$ cat config.mk
export PLATFORM = sky130hd
export DESIGN_NAME = line_follow_ctrl_flat
export DESIGN_NICKNAME = d
export VERILOG_FILES = /design/src/rtl/lfc_pkg.sv /design/src/rtl/line_follow_ctrl_if.sv /design/src/rtl/lfa_classifier.sv /design/src/rtl/line_follow_ctrl.sv /design/src/flat_wrapper.sv
export SDC_FILE = /design/constraint.sdc
export NUM_CORES = 1
export LEC_CHECK = 0
export BUFFER_PORTS_ARGS = -buffer_cell sky130_fd_sc_hd__buf_2
export CAP_MARGIN = 20
export CORE_ASPECT_RATIO = 2
export CORE_UTILIZATION = 49
export DETAILED_ROUTE_END_ITERATION = 10
export PLACE_DENSITY = 0.76
export SLEW_MARGIN = 20
export SYNTH_ARGS = -nofsm -noshare
export SYNTH_HDL_FRONTEND = slang
export SYNTH_SLANG_ARGS = --single-unit
export TNS_END_PERCENT = 50
$ cat constraint.sdc
create_clock -name clk_3125KHz -period 2.35 [get_ports clk_3125KHz]
set_clock_uncertainty 0.2 [all_clocks]
set_input_delay 0.235 -clock clk_3125KHz [delete_from_list [all_inputs] [get_ports clk_3125KHz]]
set_output_delay 0.235 -clock clk_3125KHz [all_outputs]
set_load 0.01 [all_outputs]
$ cat src/rtl/lfc_pkg.sv
// lfc_pkg: shared types and constants for the line-following controller
package lfc_pkg;
  typedef enum logic [2:0] {IDLE, FOLLOW, NODE, TURN, LOST, STOP} state_t;
  typedef enum logic {W = 1'b0, B = 1'b1} cls_t;
  localparam logic [1:0] T_STRAIGHT = 2'd0;
  localparam logic [1:0] T_RIGHT    = 2'd1;
  localparam logic [1:0] T_UTURN    = 2'd2;
  localparam logic [1:0] T_LEFT     = 2'd3;
  localparam logic [1:0] DIR_OFF = 2'b00;
  localparam logic [1:0] DIR_FWD = 2'b10;
  localparam logic [1:0] DIR_REV = 2'b01;
  localparam logic [2:0] CLS_WBW = {W, B, W};
  localparam logic [2:0] CLS_BBB = {B, B, B};
endpackage

$ cat src/rtl/line_follow_ctrl_if.sv
// line_follow_ctrl_if: sensor, planner and motor signals of the line-following controller
interface line_follow_ctrl_if #(
  parameter int ADC_W = 12,
  parameter int DC_W  = 5
);
  logic             enable;
  logic [ADC_W-1:0] left, middle, right;
  logic             sample_valid;
  logic [1:0]       turn_cmd;
  logic             turn_valid;
  logic             end_path;
  logic             m1_a, m1_b, m2_a, m2_b;
  logic [DC_W-1:0]  dc1, dc2;
  logic             node_flag, node_changed, turn_ack, line_lost;
  logic [2:0]       state;
  modport master (
    output enable, left, middle, right, sample_valid, turn_cmd, turn_valid, end_path,
    input  m1_a, m1_b, m2_a, m2_b, dc1, dc2, node_flag, node_changed, turn_ack, line_lost, state
  );
  modport slave (
    input  enable, left, middle, right, sample_valid, turn_cmd, turn_valid, end_path,
    output m1_a, m1_b, m2_a, m2_b, dc1, dc2, node_flag, node_changed, turn_ack, line_lost, state
  );
endinterface

$ cat src/rtl/lfa_classifier.sv
// lfa_classifier: hysteresis black/white classification per sensor plus node debounce
module lfa_classifier
  import lfc_pkg::*;
#(
  parameter int ADC_W    = 12,
  parameter int BLACK_TH = 1000,
  parameter int WHITE_TH = 200,
  parameter int NODE_DEB = 4
) (
  input  logic             clk_3125KHz,
  input  logic             reset,
  input  logic             sample_valid,
  input  logic [ADC_W-1:0] left,
  input  logic [ADC_W-1:0] middle,
  input  logic [ADC_W-1:0] right,
  output logic [2:0]       cls,
  output logic             node_det,
  output logic             node_clr
);
  logic [2:0] cls_q;
  logic [3:0] cnt_q, cnt_d;
  function automatic logic classify(input logic [ADC_W-1:0] v, input logic prev);
    return v > ADC_W'(BLACK_TH) ? B : v < ADC_W'(WHITE_TH) ? W : prev;
  endfunction
  // cls/cnt_d are this cycle's view so the controller reacts on the edge after the sample
  always_comb begin
    cls   = sample_valid ? {classify(left, cls_q[2]), classify(middle, cls_q[1]), classify(right, cls_q[0])} : cls_q;
    cnt_d = !sample_valid ? cnt_q : cls != CLS_BBB ? 4'd0 : cnt_q >= 4'(NODE_DEB) ? cnt_q : cnt_q + 4'd1;
  end
  assign node_det = cnt_d == 4'(NODE_DEB);
  assign node_clr = cnt_d == 4'd0;
  // class and debounce state
  always_ff @(posedge clk_3125KHz) begin
    if (reset) begin
      cls_q <= {W, W, W};
      cnt_q <= 4'd0;
    end else begin
      cls_q <= cls;
      cnt_q <= cnt_d;
    end
  end
endmodule

$ cat src/rtl/line_follow_ctrl.sv
// line_follow_ctrl: line follower with node handshake, timed turns, lost-line and stop handling
module line_follow_ctrl
  import lfc_pkg::*;
#(
  parameter int ADC_W    = 12,
  parameter int DC_W     = 5,
  parameter int BLACK_TH = 1000,
  parameter int WHITE_TH = 200,
  parameter int NODE_DEB = 4,
  parameter int TURN_MIN = 3125,
  parameter int LOST_TO  = 31250,
  parameter int DC_BASE  = 10,
  parameter int DC_HI    = 20,
  parameter int DC_LO    = 10,
  parameter int DC_SPIN  = 18,
  parameter int DC_SLOW  = 5
) (
  input logic               clk_3125KHz,
  input logic               reset,
  line_follow_ctrl_if.slave bus
);
  localparam int TW = $clog2(TURN_MIN + 2);
  localparam int LW = $clog2(LOST_TO + 1);
  localparam logic [DC_W-1:0] BASE = DC_W'(DC_BASE);
  localparam logic [DC_W-1:0] HI   = DC_W'(DC_HI);
  localparam logic [DC_W-1:0] LO   = DC_W'(DC_LO);
  localparam logic [DC_W-1:0] SPIN = DC_W'(DC_SPIN);
  localparam logic [DC_W-1:0] SLOW = DC_W'(DC_SLOW);
  logic [2:0]      cls;
  logic            node_det, node_clr, any_b;
  state_t          st_q, st_d;
  logic [1:0]      cmd_q, cmd_d, m1_q, m1_d, m2_q, m2_d;
  logic [TW-1:0]   tmr_q, tmr_d;
  logic [LW-1:0]   lost_q, lost_d;
  logic [DC_W-1:0] dc1_q, dc1_d, dc2_q, dc2_d;
  logic            nc_q, nc_d, ack_q, ack_d;
  lfa_classifier #(
    .ADC_W(ADC_W), .BLACK_TH(BLACK_TH), .WHITE_TH(WHITE_TH), .NODE_DEB(NODE_DEB)
  ) u_cls (
    .clk_3125KHz (clk_3125KHz),
    .reset       (reset),
    .sample_valid(bus.sample_valid),
    .left        (bus.left),
    .middle      (bus.middle),
    .right       (bus.right),
    .cls         (cls),
    .node_det    (node_det),
    .node_clr    (node_clr)
  );
  assign any_b = |cls;
  // next state, then outputs decoded from the next state so they register with it
  always_comb begin
    st_d   = st_q;
    cmd_d  = cmd_q;
    tmr_d  = tmr_q;
    lost_d = '0;
    nc_d   = 1'b0;
    ack_d  = 1'b0;
    m1_d   = DIR_OFF;
    m2_d   = DIR_OFF;
    dc1_d  = '0;
    dc2_d  = '0;
    if (!bus.enable) st_d = IDLE;
    else if (bus.end_path) st_d = STOP;
    else begin
      case (st_q)
        IDLE: st_d = FOLLOW;
        FOLLOW: begin
          if (node_det) st_d = NODE;
          else if (!any_b) begin
            lost_d = lost_q == '1 ? lost_q : lost_q + 1'b1;
            if (lost_q >= LW'(LOST_TO - 1)) st_d = LOST;
          end
        end
        NODE: begin
          if (bus.turn_valid) begin
            cmd_d = bus.turn_cmd;
            ack_d = 1'b1;
            tmr_d = '0;
            st_d  = TURN;
          end
        end
        TURN: begin
          if (tmr_q >= TW'(TURN_MIN) && (cmd_q == T_STRAIGHT ? node_clr : cls == CLS_WBW)) begin
            st_d = FOLLOW;
            nc_d = 1'b1;
          end else tmr_d = tmr_q == '1 ? tmr_q : tmr_q + 1'b1;
        end
        LOST: st_d = bus.sample_valid && any_b ? FOLLOW : LOST;
        default: st_d = IDLE;
      endcase
    end
    case (st_d)
      FOLLOW: begin
        m1_d  = DIR_FWD;
        m2_d  = DIR_FWD;
        dc1_d = cls == CLS_WBW ? BASE : (!cls[2] && cls[0]) ? HI : (cls[2] && !cls[0]) ? LO : dc1_q;
        dc2_d = cls == CLS_WBW ? BASE : (!cls[2] && cls[0]) ? LO : (cls[2] && !cls[0]) ? HI : dc2_q;
      end
      NODE: begin
        m1_d  = DIR_FWD;
        m2_d  = DIR_FWD;
        dc1_d = SLOW;
        dc2_d = SLOW;
      end
      TURN: begin
        m1_d  = cmd_d == T_LEFT ? DIR_REV : DIR_FWD;
        m2_d  = (cmd_d == T_RIGHT || cmd_d == T_UTURN) ? DIR_REV : DIR_FWD;
        dc1_d = cmd_d == T_STRAIGHT ? BASE : cmd_d == T_LEFT ? SLOW : SPIN;
        dc2_d = cmd_d == T_STRAIGHT ? BASE : cmd_d == T_RIGHT ? SLOW : SPIN;
      end
      default: ;
    endcase
  end
  // state and registered outputs
  always_ff @(posedge clk_3125KHz) begin
    if (reset) begin
      st_q   <= IDLE;
      cmd_q  <= T_STRAIGHT;
      tmr_q  <= '0;
      lost_q <= '0;
      m1_q   <= DIR_OFF;
      m2_q   <= DIR_OFF;
      dc1_q  <= '0;
      dc2_q  <= '0;
      nc_q   <= 1'b0;
      ack_q  <= 1'b0;
    end else begin
      st_q   <= st_d;
      cmd_q  <= cmd_d;
      tmr_q  <= tmr_d;
      lost_q <= lost_d;
      m1_q   <= m1_d;
      m2_q   <= m2_d;
      dc1_q  <= dc1_d;
      dc2_q  <= dc2_d;
      nc_q   <= nc_d;
      ack_q  <= ack_d;
    end
  end
  assign {bus.m1_a, bus.m1_b} = m1_q;
  assign {bus.m2_a, bus.m2_b} = m2_q;
  assign bus.dc1          = dc1_q;
  assign bus.dc2          = dc2_q;
  assign bus.node_changed = nc_q;
  assign bus.turn_ack     = ack_q;
  assign bus.node_flag    = st_q == NODE || st_q == TURN;
  assign bus.line_lost    = st_q == LOST;
  assign bus.state        = st_q;
endmodule
$ cat src/flat_wrapper.sv
// flat-port wrapper written by rule: the top's interface ports become plain ports
module line_follow_ctrl_flat import lfc_pkg::*;
#(
  parameter int ADC_W    = 12,
  parameter int DC_W     = 5,
  parameter int BLACK_TH = 1000,
  parameter int WHITE_TH = 200,
  parameter int NODE_DEB = 4,
  parameter int TURN_MIN = 3125,
  parameter int LOST_TO  = 31250,
  parameter int DC_BASE  = 10,
  parameter int DC_HI    = 20,
  parameter int DC_LO    = 10,
  parameter int DC_SPIN  = 18,
  parameter int DC_SLOW  = 5
)
  (clk_3125KHz, reset, bus_enable, bus_left, bus_middle, bus_right, bus_sample_valid, bus_turn_cmd, bus_turn_valid, bus_end_path, bus_m1_a, bus_m1_b, bus_m2_a, bus_m2_b, bus_dc1, bus_dc2, bus_node_flag, bus_node_changed, bus_turn_ack, bus_line_lost, bus_state);
  line_follow_ctrl_if #(.ADC_W(ADC_W), .DC_W(DC_W)) bus_i ();
  input logic clk_3125KHz;
  input logic reset;
  input wire logic [$bits(bus_i.enable)-1:0] bus_enable;
  input wire logic [$bits(bus_i.left)-1:0] bus_left;
  input wire logic [$bits(bus_i.middle)-1:0] bus_middle;
  input wire logic [$bits(bus_i.right)-1:0] bus_right;
  input wire logic [$bits(bus_i.sample_valid)-1:0] bus_sample_valid;
  input wire logic [$bits(bus_i.turn_cmd)-1:0] bus_turn_cmd;
  input wire logic [$bits(bus_i.turn_valid)-1:0] bus_turn_valid;
  input wire logic [$bits(bus_i.end_path)-1:0] bus_end_path;
  output wire logic [$bits(bus_i.m1_a)-1:0] bus_m1_a;
  output wire logic [$bits(bus_i.m1_b)-1:0] bus_m1_b;
  output wire logic [$bits(bus_i.m2_a)-1:0] bus_m2_a;
  output wire logic [$bits(bus_i.m2_b)-1:0] bus_m2_b;
  output wire logic [$bits(bus_i.dc1)-1:0] bus_dc1;
  output wire logic [$bits(bus_i.dc2)-1:0] bus_dc2;
  output wire logic [$bits(bus_i.node_flag)-1:0] bus_node_flag;
  output wire logic [$bits(bus_i.node_changed)-1:0] bus_node_changed;
  output wire logic [$bits(bus_i.turn_ack)-1:0] bus_turn_ack;
  output wire logic [$bits(bus_i.line_lost)-1:0] bus_line_lost;
  output wire logic [$bits(bus_i.state)-1:0] bus_state;
  assign bus_i.enable = bus_enable;
  assign bus_i.left = bus_left;
  assign bus_i.middle = bus_middle;
  assign bus_i.right = bus_right;
  assign bus_i.sample_valid = bus_sample_valid;
  assign bus_i.turn_cmd = bus_turn_cmd;
  assign bus_i.turn_valid = bus_turn_valid;
  assign bus_i.end_path = bus_end_path;
  assign bus_m1_a = bus_i.m1_a;
  assign bus_m1_b = bus_i.m1_b;
  assign bus_m2_a = bus_i.m2_a;
  assign bus_m2_b = bus_i.m2_b;
  assign bus_dc1 = bus_i.dc1;
  assign bus_dc2 = bus_i.dc2;
  assign bus_node_flag = bus_i.node_flag;
  assign bus_node_changed = bus_i.node_changed;
  assign bus_turn_ack = bus_i.turn_ack;
  assign bus_line_lost = bus_i.line_lost;
  assign bus_state = bus_i.state;
  line_follow_ctrl #(.ADC_W(ADC_W), .DC_W(DC_W), .BLACK_TH(BLACK_TH), .WHITE_TH(WHITE_TH), .NODE_DEB(NODE_DEB), .TURN_MIN(TURN_MIN), .LOST_TO(LOST_TO), .DC_BASE(DC_BASE), .DC_HI(DC_HI), .DC_LO(DC_LO), .DC_SPIN(DC_SPIN), .DC_SLOW(DC_SLOW)) u_core (.clk_3125KHz(clk_3125KHz), .reset(reset), .bus(bus_i));
endmodule
[Word-level counts from Yosys, hierarchy flattened]
Index checks and enable logic that the tools add are counted.
Cells by class
  equality and inequality tests: 19
  reduce and logical (&&, ||, !) cells: 19
  $lt $le $gt $ge: 9
  $add $sub $neg: 3
  muxes and demuxes: 46
  bitwise operators: 5
Operators with widths (count)
  2-to-1 mux 5 bit: 10
  > comparator 12 x 10 -> 1 bit (second input constant): 3
  < comparator 12 x 8 -> 1 bit (second input constant): 3
  2-to-1 mux 12 bit: 3
  case mux 5 bit (3 select lines): 2
  2-to-1 mux 3 bit: 9
  case mux 12 bit (2 select lines): 1
  adder 15 x 1 -> 15 bit (second input constant): 1
  == test 15 bit (second input constant): 1
  == test 3 x 2 -> 1 bit (second input constant): 5
  >= comparator 15 bit (second input constant): 1
  case mux 3 bit (5 select lines): 1
  adder 12 x 1 -> 12 bit (second input constant): 1
  == test 12 bit (second input constant): 1
  >= comparator 12 bit (second input constant): 1
  2-to-1 mux 2 bit: 6
  2-to-1 mux 4 bit: 3
  2-to-1 mux 1 bit: 9
  case mux 2 bit (2 select lines): 2
  OR reduction 4 bit: 2
  OR reduction 8 bit: 1
  == test 3 x 1 -> 1 bit (second input constant): 2
  != test 2 bit (second input constant): 3
  AND reduction 6 bit: 1
  18 further kinds: 29
Storage, ports and cells
  logic and storage cells: 113
  register bits: 55
  input port bits: 44

[Longest topological paths before layout]
Gate-level depths: netlist (run 1).
  depth in word-level cells: 17
  gate-level depth with buffers: 11
  depth with buffers taken out: 10

[Cells and area by module]
A second synthesis (run 1) with hierarchy kept.
Second synthesis, totals
  cells, all modules: 358
  area total of the unflattened synthesis: 3029.2 um^2
Modules (own cells, without submodules)
  line_follow_ctrl: sequential area each 960.9 um^2, times used 1, area each 2467.4 um^2, cells an instance 293
  lfa_classifier: sequential area each 140.1 um^2, times used 1, area each 561.8 um^2, cells an instance 65

[Least setup slack after synthesis (run 1)]
No wires, ideal clock.
  path kind: register to register
  from: reg u_core.u_cls.cnt_q[0]
  to: reg u_core.dc1_q[0], in the netlist u_core.bus.dc1[0]
  period minus slack after synthesis: 2592 ps
  setup time: 115 ps
  cell stages (with the launch flop): 10
  path slack: -242 ps
  path buffers: 0
  arrival time: 2277 ps
  cell sequence: dfxtp_1 ha_1 nor4bb_1 a21oi_1 or3_1 o31a_1 o221ai_2 nor2_1 and4bb_2 a21bo_2
Between the ends
  cells in the longest elaborated chain, start to end: 13
  elaborated cells on any way between the ends: 19
  those cells by class: add/sub (1); order compare (1); eq/ne (5); mux (10); reduce/logical (2)
Ends and longest elaborated chain
  start, declared: RTL line lfa_classifier.sv:21  | logic [3:0] cnt_q, cnt_d;
  start signal, assigned: RTL line lfa_classifier.sv:39  | cnt_q <= cnt_d;
  adder 4 x 1 -> 4 bit or >= comparator 4 x 3 -> 1 bit (tied branches): RTL line lfa_classifier.sv:28  | cnt_d = !sample_valid ? cnt_q : cls != CLS_BBB ? 4'd0 : cnt_q >= 4'(NODE_DEB) ? cnt_q : cnt_q + 4'd1;
  2-to-1 mux 4 bit (2 in series): RTL line lfa_classifier.sv:28
  2-to-1 mux 4 bit *: RTL line lfa_classifier.sv:28
  zero test 4 bit: RTL line lfa_classifier.sv:31  | assign node_clr = cnt_d == 4'd0;
  2-to-1 mux 1 bit: RTL line line_follow_ctrl.sv:84  | if (tmr_q >= TW'(TURN_MIN) && (cmd_q == T_STRAIGHT ? node_clr : cls == CLS_WBW)) begin
  logical AND 1 bit: RTL line line_follow_ctrl.sv:84
  2-to-1 mux 3 bit: RTL line line_follow_ctrl.sv:84
  case mux 3 bit (5 select lines) *: RTL line line_follow_ctrl.sv:66  | case (st_q)
  2-to-1 mux 3 bit *: RTL line line_follow_ctrl.sv:64  | else if (bus.end_path) st_d = STOP;
  2-to-1 mux 3 bit *: RTL line line_follow_ctrl.sv:63  | if (!bus.enable) st_d = IDLE;
  == test 3 x 2 -> 1 bit or == test 3 x 1 -> 1 bit (tied branches): RTL line line_follow_ctrl.sv:93  | case (st_d)
  case mux 5 bit (3 select lines) or != test 4 x 1 -> 1 bit (tied branches)
  end signal, assigned: RTL line line_follow_ctrl.sv:124  | dc1_q <= '0;
  end signal, assigned: RTL line line_follow_ctrl.sv:135  | dc1_q <= dc1_d;
  end, declared: RTL line line_follow_ctrl.sv:35  | logic [DC_W-1:0] dc1_q, dc1_d, dc2_q, dc2_d;
Mark *: on every way between the ends. The rest lies on a longest branch, timed or not.
A chain may end at the register's enable or synchronous reset.

[Final worst setup path (run 1)]
Ends and elaborated chain as after synthesis.

==> out/metrics.cfg, run 1 <==
[die]
start_util=0.504
num_rows=40
die_h_um=113
die_area_sq_um=6520
dieWidth_um=57.6
coreArea_sq_um=6010
io-pin-count=65

[critical_path]
crit_end=u_core.bus.dc1[0]$_SDFFE_PP0P_
crit_arrival_ns=2.69
reg2reg_depth=9
rrSetupSlack_ns=-0.35
crit_path_start=u_core.u_cls.cnt_q[0]$_SDFF_PP0_
critPathKind=register to register
r2r_end=u_core.bus.dc1[0]$_SDFFE_PP0P_
cp_max_fo=4
regToRegStartpoint=u_core.u_cls.cnt_q[0]$_SDFF_PP0_
end_kind=register
crit_required_ns=2.34
crit_path_start_kind=register

[sta]
post-route-period-util=1.15
fin_crit_ns=2.70
worstMarginPinSlew_ns=0.445
setup_viol=28
finalMaxSlewViolations=0
hold_viol_final=0
rsz0062_at_grt=yes
slew_headroom=0.702
timing.setup.tns_ns=-6.07
layout_setup_ws_ns=-0.346
fmax_ghz=0.371

[cts]
cts.sinks=55
clk_pin_slew_ns=0.07
cts_tree=built
hold_buffers=0
clk_path_buf_depth=2
cts_max_level=2
clkLatencyLatePin_ns=0.29
cts_made_buffers=5
clockRootBuffer=clkbuf_16

[outcome]
status=complete, but fails checks
violations=design-rule violations, negative setup slack

[cells_and_area]
num-fill-cells=447
finalNetCount=536
final_cells=545
drive_above_1_share=0.384
finalInstanceArea_sq_um=4280
n_antenna_cell=0
syn_to_final_growth_pct=41.2

[place]
gp_congestion=0.950
dp.cells=534
hpwl_um=6480
io_buffer_count=64
place_area_sq_um=3970

[synthesis]
ys_ff_latch=55
synth_edf_count=0
async_flop_share=0
postSynthCellCount=350
avgSynthCellArea_sq_um=8.65
ys.flop_type=dfxtp_1
synth_fp_nets=405
yosysWarnings=0
syn_area_sq_um=3030
ys_types=59
yosysSeqAreaShare=0.363

[drt]
drtIter0Drc=151
wirelength_um=8400
drc_errors=2
avgViaCountPerCell=5.80
vias=3163
wl_per_cell_um=15.4
antenna_left=0
firstDrtPassIters=7

[run]
max_cap_violations=0

[min_path]
min_path_type=input port to register

[global_route]
grt_pass1_vias=3279
grt_first_pass_wirelength_um=13800
antenna_found_initial=0
grt_max_degree=18
grt_use_total=0.269
overflow=0

[power]
leakagePower_nw=1.77
vdd_drop_max_uv=505
power-per-cell-area_nw_per_um2=463
finalPower_mw=1.98

layout by cell type (no fill, tap or decap), types with 7 or more instances in the layout:
cell type,count
buf_4,62
buf_2,64
mux2i_1,7
dfxtp_1,52
inv_1,17
nand3_1,10
nand2_1,21
o21ai_0,8
ha_1,10
a211oi_1,10
a21oi_1,17
nor2_1,44
xnor2_1,16
registers in the layout, summed over array words and instances, names as in the netlist:
register                 cells
u_core.bus.dc1               5
u_core.bus.dc2               5
u_core.bus.node_changed      1
u_core.bus.state             3
u_core.bus.turn_ack          1
u_core.cmd_q                 2
u_core.lost_q               15
u_core.m1_q                  2
u_core.m2_q                  2
u_core.tmr_q                12
u_core.u_cls.cls_q           3
u_core.u_cls.cnt_q           4
power breakdown:
part	total (mW)	leakage (nW)	switching (mW)	internal [mW]
registers	0.952	0.446	0.00707	0.945
clock network	0.717	0.0733	0.327	0.389
logic	0.311	1.25	0.159	0.151
total	1.98	1.77	0.493	1.49
what timing repair did:
item,in CTS,in global routing
pin swaps,8,4
setup endpoints to repair,40,45
setup buffers,1,2
resized for setup,20,16
routing by layer:
layer	track usage	share of wire	vias to the layer above
met3	0.0503	0.029	30
met4	0.161	0.041	0
met1	0.245	0.35	1522
met2	0.521	0.58	66
met5	0	0	-
li1	-	-	1545
how the worst min path moves through the flow:
stage,startpoint,end,slack [ns],depth (start not counted)
final,bus_enable,u_core.bus.state[2]$_SDFF_PP0_,0.02,2
after global placement,u_core.bus.dc1[1]$_SDFFE_PP0P_,u_core.bus.dc1[1]$_SDFFE_PP0P_,0.25,1
after global routing,bus_enable,u_core.bus.state[2]$_SDFF_PP0_,0.03,2
after floorplan,bus_enable,u_core.bus.state[2]$_SDFF_PP0_,0.17,1
after detailed placement,u_core.bus.dc1[1]$_SDFFE_PP0P_,u_core.bus.dc1[1]$_SDFFE_PP0P_,0.26,1
after CTS,bus_enable,u_core.bus.state[2]$_SDFF_PP0_,0.01,2
final cells by class:
class / instances / area (sq um) / share of cell area
Inverter: 17 / 63.8 / 0.0149
Clock buffer: 5 / 125 / 0.0293
Tap cell: 63 / 78.8 / 0.0184
Multi-Input combinational cell: 269 / 2010 / 0.469
Sequential cell: 55 / 1100 / 0.258
Timing Repair Buffer: 133 / 882 / 0.206
Clock inverter: 3 / 15.0 / 0.00351
synthesized netlist by cell type, types with 3 or more instances:
cell type / count / area share
dfxtp_1: 55 / 0.36
nor2_1: 49 / 0.061
nand2_1: 21 / 0.026
a21oi_1: 18 / 0.030
inv_1: 17 / 0.021
xnor2_1: 16 / 0.046
o21ai_0: 13 / 0.021
ha_1: 11 / 0.045
a211oi_1: 10 / 0.025
nand3_1: 10 / 0.017
nor4_1: 8 / 0.017
mux2i_1: 7 / 0.023
nor2b_1: 7 / 0.014
and2_1: 6 / 0.012
and3_1: 6 / 0.012
clkbuf_1: 6 / 0.0074
nand4_1: 6 / 0.012
nor3_1: 6 / 0.0099
o2bb2ai_1: 6 / 0.017
nand2b_1: 5 / 0.010
or3_1: 5 / 0.010
a31oi_1: 4 / 0.0083
o211ai_1: 4 / 0.0099
a2111oi_2: 3 / 0.015
a21boi_0: 3 / 0.0074
and4_1: 3 / 0.0087
nand4b_1: 3 / 0.0087
o31ai_1: 3 / 0.0074
xor2_1: 3 / 0.0087
critical path: stages, from the launching register on:
cell and delay (ns):
dfxtp_2 0.34, ha_4 0.24, nor4bb_4 0.28, a21oi_2 0.08, or3_4 0.38, o31a_1 0.29
o221ai_2 0.22, nor2_2 0.09, and4bb_2 0.26, a21bo_2 0.21
through the flow:
step | util | setup WS, ns | hold slack, ns
after floorplan | - | -0.192 | 0.166
after global placement | 0.660 | -0.391 | 0.251
after detailed placement | 0.660 | -0.467 | 0.258
after CTS | 0.698 | -0.332 | 0.0144
after global routing | 0.712 | -0.430 | 0.0295
final | 0.712 | -0.346 | 0.0196
kinds of logic after synthesis:
group	share of synthesized area
AND/OR/NAND/NOR	0.258
AO/OA/AOI/OAI	0.219
flip-flops	0.363
buffers and inverters	0.0355
XOR/XNOR	0.0549
adder cells (fa/ha/maj)	0.0454
multiplexers	0.0231
Note: power is estimated with default switching activity, not from simulation.
==> run 2: changes to the inputs <==
--- a/config.mk
+++ b/config.mk
@@ -6,11 +6,12 @@
 export NUM_CORES = 1
 export LEC_CHECK = 0
 export BUFFER_PORTS_ARGS = -buffer_cell sky130_fd_sc_hd__buf_2
-export CAP_MARGIN = 20
+export CAP_MARGIN = 10
 export CORE_ASPECT_RATIO = 2
 export CORE_UTILIZATION = 49
 export DETAILED_ROUTE_END_ITERATION = 10
-export PLACE_DENSITY = 0.76
+export PLACE_DENSITY = 0.74
+export SKIP_CTS_REPAIR_TIMING = 1
 export SLEW_MARGIN = 20
 export SYNTH_ARGS = -nofsm -noshare
 export SYNTH_HDL_FRONTEND = slang
==> out/metrics.cfg, run 2 (synthesis results as in run 1) <==
[min_path]
min_delay_path_depth=2
min_from=bus_enable
min_path_type=input port to register
hold_end=u_core.bus.state[2]$_SDFF_PP0_

[critical_path]
critPathKind=register to register
rrSetupSlack_ns=-0.41
r2r_end=u_core.bus.dc1[0]$_SDFFE_PP0P_
cp_max_fo=4
crit_path_start_kind=register
crit_required_ns=2.34
regToRegStartpoint=u_core.u_cls.cnt_q[0]$_SDFF_PP0_
crit_arrival_ns=2.75
end_kind=register
reg2reg_depth=9

[outcome]
status=complete, but fails checks
violations=design-rule violations, negative setup slack

[sta]
rsz0062_at_grt=yes
worstMarginPinSlew_ns=0.429
finalMaxSlewViolations=0
layout_setup_ws_ns=-0.412
slew_headroom=0.713
timing.setup.tns_ns=-6.89
post-route-period-util=1.18
hold-worst-slack_ns=0.0404
fmax_ghz=0.362
hold_viol_final=0
setup_viol=30
fin_crit_ns=2.76

[drt]
antenna_left=0
drc_errors=2
drtIter0Drc=128
wl_per_cell_um=16.9
avgViaCountPerCell=5.86
wirelength_um=9130
firstDrtPassIters=7
vias=3159

[die]
dieWidth_um=57.6
coreArea_sq_um=6010
start_util=0.504
die_h_um=113
io-pin-count=65
num_rows=40
die_area_sq_um=6520

[place]
io_buffer_count=64
pre_cts_slack_ns=-0.432
dp.cells=527
place_area_sq_um=3890
gp_congestion=0.948
hpwl_um=6590

[cts]
cts_max_level=2
clkLatencyLatePin_ns=0.29
cts.sinks=55
clk_pin_slew_ns=0.07
clk_path_buf_depth=2
cts_tree=built
clockRootBuffer=clkbuf_16
cts_made_buffers=5

[power]
leakagePower_nw=1.75
finalPower_mw=2.12
power-per-cell-area_nw_per_um2=489
vdd_drop_max_uv=545

[cells_and_area]
finish.utilization=0.723
n_antenna_cell=0
reg.largest.list=u_core.lost_q x15, u_core.tmr_q x12
largest_reg_flops=15
syn_to_final_growth_pct=43.3
mostFrequentLayoutCells=buf_2, buf_4, dfxtp_1
finalInstanceArea_sq_um=4340
regMostFlops=u_core.lost_q
layout_commonest_cell=buf_2
drive_above_1_share=0.395
final_cells=539
finalNetCount=530

[global_route]
overflow=0
grt_max_degree=18
grt-busiest-layer=met2
grt_pass1_vias=3275
grt_first_pass_wirelength_um=13900
grt_use_total=0.270
use_met1=0.240
antenna_found_initial=0
grt_use_met2=0.543
grtUsageMet3=0.0343

[run]
max_cap_violations=0

-- run 2: changes by cell type in the layout (fill, tap and decap cells not counted), moves of 3 or more --
cell,before,now
a2111oi_2,3,0
a2111oi_4,1,4
o21ai_1,5,2
a211oi_1,10,3
o2bb2ai_2,0,3
nor2_1,44,47
o2bb2ai_1,6,3
o21ai_0,8,11
buf_4,62,58
a211oi_2,0,6
nor2_2,5,2
-- run 2: layout make-up --
class,instances,area (sq um)
sequential,55,1100
clock buffer,6,139
timing repair buffer,127,812
clock inverter,2,35.0
inverter,17,63.8
tap,63,78.8
multi-input combinational,269,2110
fill,439,1670
-- run 2: critical path: stages (launching register included) --
cell      delay (ns)
dfxtp_2         0.34
ha_4            0.25
nor4bb_4        0.28
a21oi_2         0.07
or3_4           0.37
o31a_1          0.31
o221ai_2        0.25
nor2_2          0.10
and4bb_2        0.27
a21bo_2         0.21
-- run 2: worst max-delay path by stage --
stage | from | endpoint | slack (ns) | depth (start not counted)
floorplan | u_core.u_cls.cnt_q[0]$_SDFF_PP0_ | u_core.bus.dc1[0]$_SDFFE_PP0P_ | -0.19 | 9
global placement | bus_sample_valid | u_core.bus.dc2[4]$_SDFFE_PP0P_ | -0.37 | 11
detailed placement | bus_right[4] | u_core.bus.dc1[0]$_SDFFE_PP0P_ | -0.43 | 11
CTS | u_core.u_cls.cnt_q[0]$_SDFF_PP0_ | u_core.bus.dc2[4]$_SDFFE_PP0P_ | -0.45 | 10
global route | u_core.u_cls.cnt_q[0]$_SDFF_PP0_ | u_core.bus.dc1[0]$_SDFFE_PP0P_ | -0.52 | 9
finish | u_core.u_cls.cnt_q[0]$_SDFF_PP0_ | u_core.bus.dc1[0]$_SDFFE_PP0P_ | -0.41 | 9
-- run 2: metal layers --
metal / part of all wire / up-vias
li1: - / 1533
met1: 0.34 / 1529
met2: 0.60 / 72
met3: 0.028 / 25
met4: 0.037 / 0
met5: 0 / -
-- run 2: report_power, final --
group / internal [mW] / total, mW / switching (mW)
combinational: 0.141 / 0.303 / 0.162
sequential: 0.945 / 0.952 / 0.00790
clock: 0.530 / 0.867 / 0.336
